--- config.mk ---
export PLATFORM = sky130hd
export DESIGN_NAME = serial_cmp_ctrl
export DESIGN_NICKNAME = d
export VERILOG_FILES = /design/src/rtl/cmp_pkg.sv /design/src/rtl/nibble_cmp4.sv /design/src/rtl/serial_cmp_ctrl.sv
export SDC_FILE = /design/constraint.sdc
export NUM_CORES = 1
export LEC_CHECK = 0
export ABC_AREA = 1
export CAP_MARGIN = 15
export CORE_ASPECT_RATIO = 1.1
export CORE_UTILIZATION = 30
export CTS_CLUSTER_DIAMETER = 100
export DETAILED_ROUTE_END_ITERATION = 10
export GPL_TIMING_DRIVEN = 0
export PLACE_DENSITY = 0.63
export SETUP_SLACK_MARGIN = 0.05
export SKIP_LAST_GASP = 1
export SLEW_MARGIN = 20
export SYNTH_ARGS = -nofsm -noshare
export SYNTH_HDL_FRONTEND = slang
export SYNTH_HIERARCHICAL = 1
export SYNTH_SLANG_ARGS = --single-unit
--- constraint.sdc ---
create_clock -name clk -period 1.8 [get_ports clk]
set_clock_uncertainty 0.1 [all_clocks]
set_input_delay 0.36 -clock clk [delete_from_list [all_inputs] [get_ports clk]]
set_output_delay 0.36 -clock clk [all_outputs]
set_load 0.02 [all_outputs]
--- src/rtl/cmp_pkg.sv ---
// Shared types and constants for the time-shared serial magnitude comparator.
// The verdict encoding treats V_EQ as "equal so far, still undecided".
package cmp_pkg;

    localparam int NIBBLE_W = 4;

    typedef enum logic [1:0] {
        IDLE = 2'd0,
        RUN  = 2'd1,
        DONE = 2'd2
    } state_t;

    typedef enum logic [1:0] {
        V_EQ = 2'd0,
        V_LS = 2'd1,
        V_GT = 2'd2
    } verdict_t;

    // Once a verdict has left V_EQ it is frozen; later nibbles cannot change it.
    function automatic verdict_t resolve_verdict(
        input verdict_t cur,
        input logic     eq,
        input logic     ls,
        input logic     gt
    );
        verdict_t res;
        res = cur;
        if (cur == V_EQ && !eq) begin
            if (gt) begin
                res = V_GT;
            end else if (ls) begin
                res = V_LS;
            end
        end
        return res;
    endfunction

endpackage

--- src/rtl/nibble_cmp4.sv ---
// Single 4-bit unsigned comparator slice; exactly one of eq/ls/gt is high.
module nibble_cmp4
    import cmp_pkg::*;
(
    input  logic [NIBBLE_W-1:0] a,
    input  logic [NIBBLE_W-1:0] b,
    output logic                eq,
    output logic                ls,
    output logic                gt
);

    always_comb begin
        eq = (a == b);
        ls = (a < b);
        gt = (a > b);
    end

endmodule

--- src/rtl/serial_cmp_ctrl.sv ---
// Serial multi-nibble magnitude comparator: one shared nibble slice, MS nibble first.
// Build option: define SERIAL_CMP_EARLY_EXIT_EN to finish as soon as a nibble decides.
module serial_cmp_ctrl
    import cmp_pkg::*;
#(
    parameter int NIBBLES = 4
) (
    input  logic                      clk,
    input  logic                      rst,
    input  logic                      start,
    input  logic [4*NIBBLES-1:0]      a,
    input  logic [4*NIBBLES-1:0]      b,
    output logic                      busy,
    output logic                      done,
    output logic                      a_eq_b,
    output logic                      a_ls_b,
    output logic                      a_gt_b
);

    localparam int W     = NIBBLE_W * NIBBLES;
    localparam int CNT_W = $clog2(NIBBLES);

    state_t             state_reg,   state_next;
    logic [CNT_W-1:0]   count_reg,   count_next;
    logic [W-1:0]       a_sh_reg,    a_sh_next;
    logic [W-1:0]       b_sh_reg,    b_sh_next;
    verdict_t           verdict_reg, verdict_next;
    logic               eq_reg,      eq_next;
    logic               ls_reg,      ls_next;
    logic               gt_reg,      gt_next;

    logic               nib_eq, nib_ls, nib_gt;
    verdict_t           verdict_upd;
    logic               run_exit;

    nibble_cmp4 u_slice (
        .a  (a_sh_reg[W-1 -: NIBBLE_W]),
        .b  (b_sh_reg[W-1 -: NIBBLE_W]),
        .eq (nib_eq),
        .ls (nib_ls),
        .gt (nib_gt)
    );

    always_ff @(posedge clk or posedge rst) begin
        if (rst) begin
            state_reg   <= IDLE;
            count_reg   <= '0;
            a_sh_reg    <= '0;
            b_sh_reg    <= '0;
            verdict_reg <= V_EQ;
            eq_reg      <= 1'b0;
            ls_reg      <= 1'b0;
            gt_reg      <= 1'b0;
        end else begin
            state_reg   <= state_next;
            count_reg   <= count_next;
            a_sh_reg    <= a_sh_next;
            b_sh_reg    <= b_sh_next;
            verdict_reg <= verdict_next;
            eq_reg      <= eq_next;
            ls_reg      <= ls_next;
            gt_reg      <= gt_next;
        end
    end

    // Verdict including the nibble currently on the slice.
    always_comb begin
        verdict_upd = resolve_verdict(verdict_reg, nib_eq, nib_ls, nib_gt);
`ifdef SERIAL_CMP_EARLY_EXIT_EN
        run_exit = (count_reg == '0) || (verdict_upd != V_EQ);
`else
        run_exit = (count_reg == '0);
`endif
    end

    always_comb begin
        state_next   = state_reg;
        count_next   = count_reg;
        a_sh_next    = a_sh_reg;
        b_sh_next    = b_sh_reg;
        verdict_next = verdict_reg;
        eq_next      = eq_reg;
        ls_next      = ls_reg;
        gt_next      = gt_reg;

        case (state_reg)
            IDLE: begin
                if (start) begin
                    a_sh_next    = a;
                    b_sh_next    = b;
                    count_next   = CNT_W'(NIBBLES - 1);
                    verdict_next = V_EQ;
                    state_next   = RUN;
                end
            end
            RUN: begin
                a_sh_next    = {a_sh_reg[W-NIBBLE_W-1:0], {NIBBLE_W{1'b0}}};
                b_sh_next    = {b_sh_reg[W-NIBBLE_W-1:0], {NIBBLE_W{1'b0}}};
                verdict_next = verdict_upd;
                if (run_exit) begin
                    // Results are loaded on the edge that enters DONE.
                    eq_next    = (verdict_upd == V_EQ);
                    ls_next    = (verdict_upd == V_LS);
                    gt_next    = (verdict_upd == V_GT);
                    state_next = DONE;
                end else begin
                    count_next = count_reg - 1'b1;
                end
            end
            DONE: begin
                state_next = IDLE;
            end
            default: begin
                state_next = IDLE;
            end
        endcase
    end

    assign busy   = (state_reg != IDLE);
    assign done   = (state_reg == DONE);
    assign a_eq_b = eq_reg;
    assign a_ls_b = ls_reg;
    assign a_gt_b = gt_reg;

endmodule

Yosys cells after proc, flatten, opt, wreduce, memory -nomap -nowiden
Index checks and enable logic that the tools add are counted.
W data, S select, Z words.
Word-level totals
  bits in latches: 0
  input bits: 35
  bits in registers: 41
  memories kept: 0
  bits in writable memories: 0
  memory bits (read-only): 0
Operators by class
  $add $sub $neg: 1
  reduce and logical (&&, ||, !) cells: 12
  eq/ne operators: 8
  multiplexer cells: 15
  $lt $le $gt $ge: 2
  multiply operators: 0
  shift-type cells: 0
  div/mod/pow operators: 0
  bitwise logic cells: 0
Operators by type and width (count)
  $pmux W16 S2: 2
  $mux W16: 2
  $mux W2: 8
  $pmux W2 S2: 3
  $logic_not A2 Y1: 4
  $ne A2 B2 Y1 const B: 3
  $reduce_and A2 Y1: 3
  $eq A2 B1 Y1 const B: 2
  $eq A2 B2 Y1 const B: 2
  $eq A4 B4 Y1: 1
  $gt A4 B4 Y1: 1
  $lt A4 B4 Y1: 1
  $reduce_bool A2 Y1: 2
  $reduce_and A3 Y1: 1
  $sub A2 B1 Y2 const B: 1
  $logic_and A1 B1 Y1: 1
  $logic_not A1 Y1: 1

Logic depth before layout (Yosys ltp)
  word-level depth: 5
  depth in mapped cells: 13

Cells and area by module
The synthesis kept the hierarchy.
By module, submodules not included
  serial_cmp_ctrl: cells each 222, area each 1835.5 um^2, instances 1, seq. area each 1026.0 um^2
  nibble_cmp4: cells each 20, area each 115.1 um^2, instances 1, seq. area each 0.0 um^2

Least setup slack after synthesis
No wires, ideal clock.
  path kind: flip-flop to flip-flop
  start point: register a_sh_reg[15]
  end point: register eq_reg (netlist: a_eq_b)
  arrival: 1.342 ns
  buffers on the path: 0
  clock period less this slack: 1.507 ns
  path slack: 0.293 ns
  library setup time: 0.065 ns
  cell stages (with the launch flop): 10
  cell sequence: dfrtp_1 -> ha_1 -> nand2_1 -> inv_1 -> nand2_1 -> a21oi_1 -> nor2_1 -> a21oi_1 -> nand3_1 -> nand2_1
On the way
  elaborated cells on any way between the ends: 9
RTL lines
  from (decl): line serial_cmp_ctrl.sv:25  | logic [W-1:0] a_sh_reg, a_sh_next;
  from (signal assigned): line serial_cmp_ctrl.sv:57  | a_sh_reg <= a_sh_next;
  $gt A4 B4 Y1: line nibble_cmp4.sv:15  | gt = (a > b);
  named net nib_gt: line serial_cmp_ctrl.sv:32  | logic nib_eq, nib_ls, nib_gt;
  $mux W2: line cmp_pkg.sv:29  | if (gt) begin
  $mux W2: line cmp_pkg.sv:28  | if (cur == V_EQ && !eq) begin
  $logic_not A2 Y1: line serial_cmp_ctrl.sv:102  | eq_next = (verdict_upd == V_EQ);
  to (signal assigned): line serial_cmp_ctrl.sv:60  | eq_reg <= eq_next;
  to (decl): line serial_cmp_ctrl.sv:28  | logic eq_reg, eq_next;
The timed path passes the listed nets, and every way through them passes these cells.
A chain may end at the register's enable or synchronous reset.

Worst setup path in the final report
  start point: register ls_reg (netlist: a_ls_b)
  end point: output port a_ls_b
RTL lines
  from (decl): line serial_cmp_ctrl.sv:29  | logic ls_reg, ls_next;
  from (signal assigned): line serial_cmp_ctrl.sv:61  | ls_reg <= ls_next;
  to (decl): line serial_cmp_ctrl.sv:16  | output logic a_ls_b,
No word-level cell between the ends.

==> flow_summary.rst <==
.. list-table::
   :header-rows: 1

   * - Metric
     - Value
   * - Result of the run
     - complete, no violations
   * - Share of flip-flops with an asynchronous set or reset
     - 1.00
   * - Portion of the clock cycle consumed by the worst path in the final layout
     - 0.946
   * - Fillers
     - 672
   * - Vert. Die Dim
     - 86.6 um
   * - Pre-CTS setup slack
     - 51.1 ps
   * - Worst vdd rail ir drop
     - 0.661 mV
   * - CP cell instances
     - clkdlybuf4s50_1
   * - IO buf count
     - 39
   * - Residual DRC count
     - 0
   * - Post-synthesis instance area
     - 0.00195 mm^2
   * - Share of the core filled with cells
     - 0.419
   * - Worst path buffer plus inverter count
     - 1
   * - Largest family of logic cells by synthesized area
     - simple AND/OR/NAND/NOR gates
   * - Detail-routed via count per cell
     - 4.64
   * - Worst rel slew slack
     - 0.683
   * - Total global-route track usage
     - 0.147
   * - Cts bufs inserted
     - 5
   * - Arithmetic-cell share of the synthesized area counting full adders, half adders and majority gates
     - 0.0321
   * - Detailed-route wire length per cell
     - 12.1 um
   * - Count leader, synth
     - sky130_fd_sc_hd__nand2_1
   * - Routed vias
     - 1709
   * - Largest stage delay on the critical path
     - 600 ps
   * - DIE AREA
     - 0.00683 mm^2
   * - TritonCTS clock tree
     - done
   * - Clock latency of the later-clocked register in the worst-skew pair
     - 300 ps
   * - Sequential area share after synthesis
     - 0.526
   * - Critical Path RT
     - 1340 ps
   * - Starting utilization of the core area
     - 0.313
   * - Xor/xnor cell area share of the yosys netlist
     - 0
   * - Post-synthesis mux area share
     - 0
   * - Post-detailed-routing wire length
     - 4460 um
   * - Horiz. Die Dim
     - 78.9 um
   * - Antenna cell count
     - 0
   * - Transition time at the pin with the least slew margin
     - 475 ps
   * - Count of flip-flops with a built-in enable after synthesis
     - 0
   * - CTS Buffer Depth
     - 2
   * - Area of the core
     - 0.00623 mm^2
   * - Critical Path Fanout Max
     - 2
   * - Startpoint Class
     - flip-flop
   * - Top-Level Pins
     - 40
   * - Final Hold Fails
     - 0
   * - Gpl congestion
     - 0.739
   * - Sink count of the clock tree
     - 41
   * - Maximum number of pins on one net before global-route repair
     - 23
   * - Vias in the first global route
     - 1704
   * - Unrepaired setup endpoints after global routing
     - false
   * - Number of different library cells in the post-synthesis netlist
     - 17
   * - Gate family responsible for the most delay along the worst path
     - buffers and inverters
   * - Power per cell area
     - 1690 mW/mm^2
   * - Final #Nets
     - 329
   * - Area share of the largest cell type after synthesis
     - 0.526
   * - Critical path data arrival time
     - 1240 ps
   * - Cell row count
     - 30
   * - PnR Total Power
     - 0.00441 W
   * - Synthesized area per cell
     - 8.06 um^2
   * - Most frequently used flop master after synthesis
     - sky130_fd_sc_hd__dfrtp_1
   * - Syn-to-layout area delta
     - 33.9%
   * - Post-synthesis compound-gate area fraction
     - 0.146
   * - Grt total ovfl
     - 0
   * - Number of max-slew violations in the final report
     - 0
   * - Standard cell with the maximum stage delay on the critical path
     - sky130_fd_sc_hd__clkdlybuf4s50_1
   * - Syn_nets
     - 282
   * - Post-route antenna net violation count
     - 0
   * - Final setup fails
     - 0
   * - Antenna violations before repair
     - 0
   * - Clock H-tree levels
     - 2
   * - Register bit count reported by yosys
     - 41
   * - Fmax
     - 0.587 GHz
   * - Worst setup slack after layout
     - 96.8 ps
   * - Post-DP HPWL
     - 3170 um
   * - DRC marker count from the first detailed-route iteration
     - 65
   * - Clock-pin slew on the worst setup and hold paths
     - 70 ps
   * - Top area cells in the synthesized netlist
     - sky130_fd_sc_hd__dfrtp_1, sky130_fd_sc_hd__nand2_1, sky130_fd_sc_hd__a21oi_1, sky130_fd_sc_hd__o21ai_0, sky130_fd_sc_hd__nor2_1
   * - Ratio of cells with drive above 1 in the final layout
     - 0.125
   * - Number of iterations in the first detailed-routing pass
     - 4
   * - Buffer type at the clock tree root
     - sky130_fd_sc_hd__clkbuf_8
   * - Final Critical Period
     - 1700 ps
   * - Worst hold-check path type
     - primary input to asynchronous set/reset pin
   * - Synth warn
     - 6
   * - Max capacitance violation total
     - 0
   * - Most used standard cells in the synthesized netlist
     - sky130_fd_sc_hd__nand2_1, sky130_fd_sc_hd__dfrtp_1, sky130_fd_sc_hd__nor2_1
   * - Syn Inst Count
     - 242
   * - Critical Path End Type
     - output pin
   * - Area leader, netlist
     - sky130_fd_sc_hd__dfrtp_1
   * - Global-route wire length before repair
     - 7740 um
   * - Area fraction in and, or, nand and nor cells after synthesis
     - 0.225
   * - Worst setup path category
     - flip-flop to output pin
   * - Total negative slack
     - 0 ps
   * - Final worst hold slack
     - 300 ps
   * - Leakage power of the design
     - 1.26 nW
-- placed cells by master, fill, tap and decap left out, drive strengths merged --
| master | count |
|---|---|
| o21ai | 27 |
| nand2 | 62 |
| clkinv | 1 |
| ha | 5 |
| dlygate4sd2 | 2 |
| inv | 22 |
| a21oi | 30 |
| clkbuf | 6 |
| and2 | 1 |
| nor2 | 33 |
| dfrtp | 41 |
| clkdlybuf4s50 | 36 |
| nand3 | 11 |
| dlymetal6s2s | 1 |
| buf | 10 |
-- cell type report --
type | instances | area, um^2 | area share
Buffer | 10 | 56.3 | 0.0216
Clock buffer | 5 | 68.8 | 0.0264
Clock inverter | 1 | 5.00 | 0.00192
Inverter | 22 | 82.6 | 0.0316
Multi-Input combinational cell | 169 | 855 | 0.327
Sequential cell | 41 | 1030 | 0.393
Tap cell | 80 | 100 | 0.0383
Timing Repair Buffer | 40 | 418 | 0.160
-- cell families after synthesis --
family / after synthesis
DFF: 41
buffers and inverters: 32
adders and majority gates: 5
and+or+nand+nor: 107
AOI/OAI and AO/OA: 57
-- metal layers --
layer  routed length, um  track usage
met5                   0            0
met4                  39       0.0397
met3                 195       0.0389
met2                2090        0.239
met1                2140        0.193
-- worst paths after layout --
kind / startpoint / end / slack (ps) / cells after the start
worst min register to register: a_gt_b$_DFFE_PP0P_ / a_gt_b$_DFFE_PP0P_ / 380 / 2
min in group clk: a_gt_b$_DFFE_PP0P_ / a_gt_b$_DFFE_PP0P_ / 380 / 2
worst max register to register: a_sh_reg[15]$_DFFE_PP0P_ / a_ls_b$_DFFE_PP0P_ / 190 / 9
max in group asynchronous: rst / b_sh_reg[0]$_DFFE_PP0P_ / 830 / 3
worst min-delay path: rst / verdict_reg[0]$_DFFE_PP0P_ / 300 / 2
worst max-delay path: a_ls_b$_DFFE_PP0P_ / a_ls_b / 100 / 1
-- what timing repair did --
| item | in CTS | in global routing |
|---|---|---|
| hold endpoints to repair | 0 | 0 |
| endpoints found under the setup margin | 2 | 5 |
| pin swaps | 0 | 5 |
| setup buffers | 0 | 0 |
| gates cloned | 0 | 0 |
| hold buffers | 0 | 0 |
| gates resized for setup | 2 | 15 |
-- through the flow --
step,cell area [um^2],cells
final,2610,368
after detailed placement,2470,362
after floorplan,1950,242
after CTS,2540,368
after global routing,2610,368
after global placement,2440,361
-- report_power, final --
group | internal (W) | switching [W]
clock network | 0.000255 | 0.000305
registers | 0.00136 | 0.000249
logic | 0.000918 | 0.00132
total | 0.00253 | 0.00188
-- worst reg2reg max path: stages (launching register included) --
cell                      delay [ps]
sky130_fd_sc_hd__dfrtp_1         420
sky130_fd_sc_hd__ha_4            260
sky130_fd_sc_hd__a21oi_2         160
sky130_fd_sc_hd__and2_4          150
sky130_fd_sc_hd__inv_1            40
sky130_fd_sc_hd__nor2_2          130
sky130_fd_sc_hd__nand2_1          80
sky130_fd_sc_hd__nand2_2          90
sky130_fd_sc_hd__nand3_2          70
sky130_fd_sc_hd__nand2_1          70
Note: power is estimated with default switching activity, not from simulation.
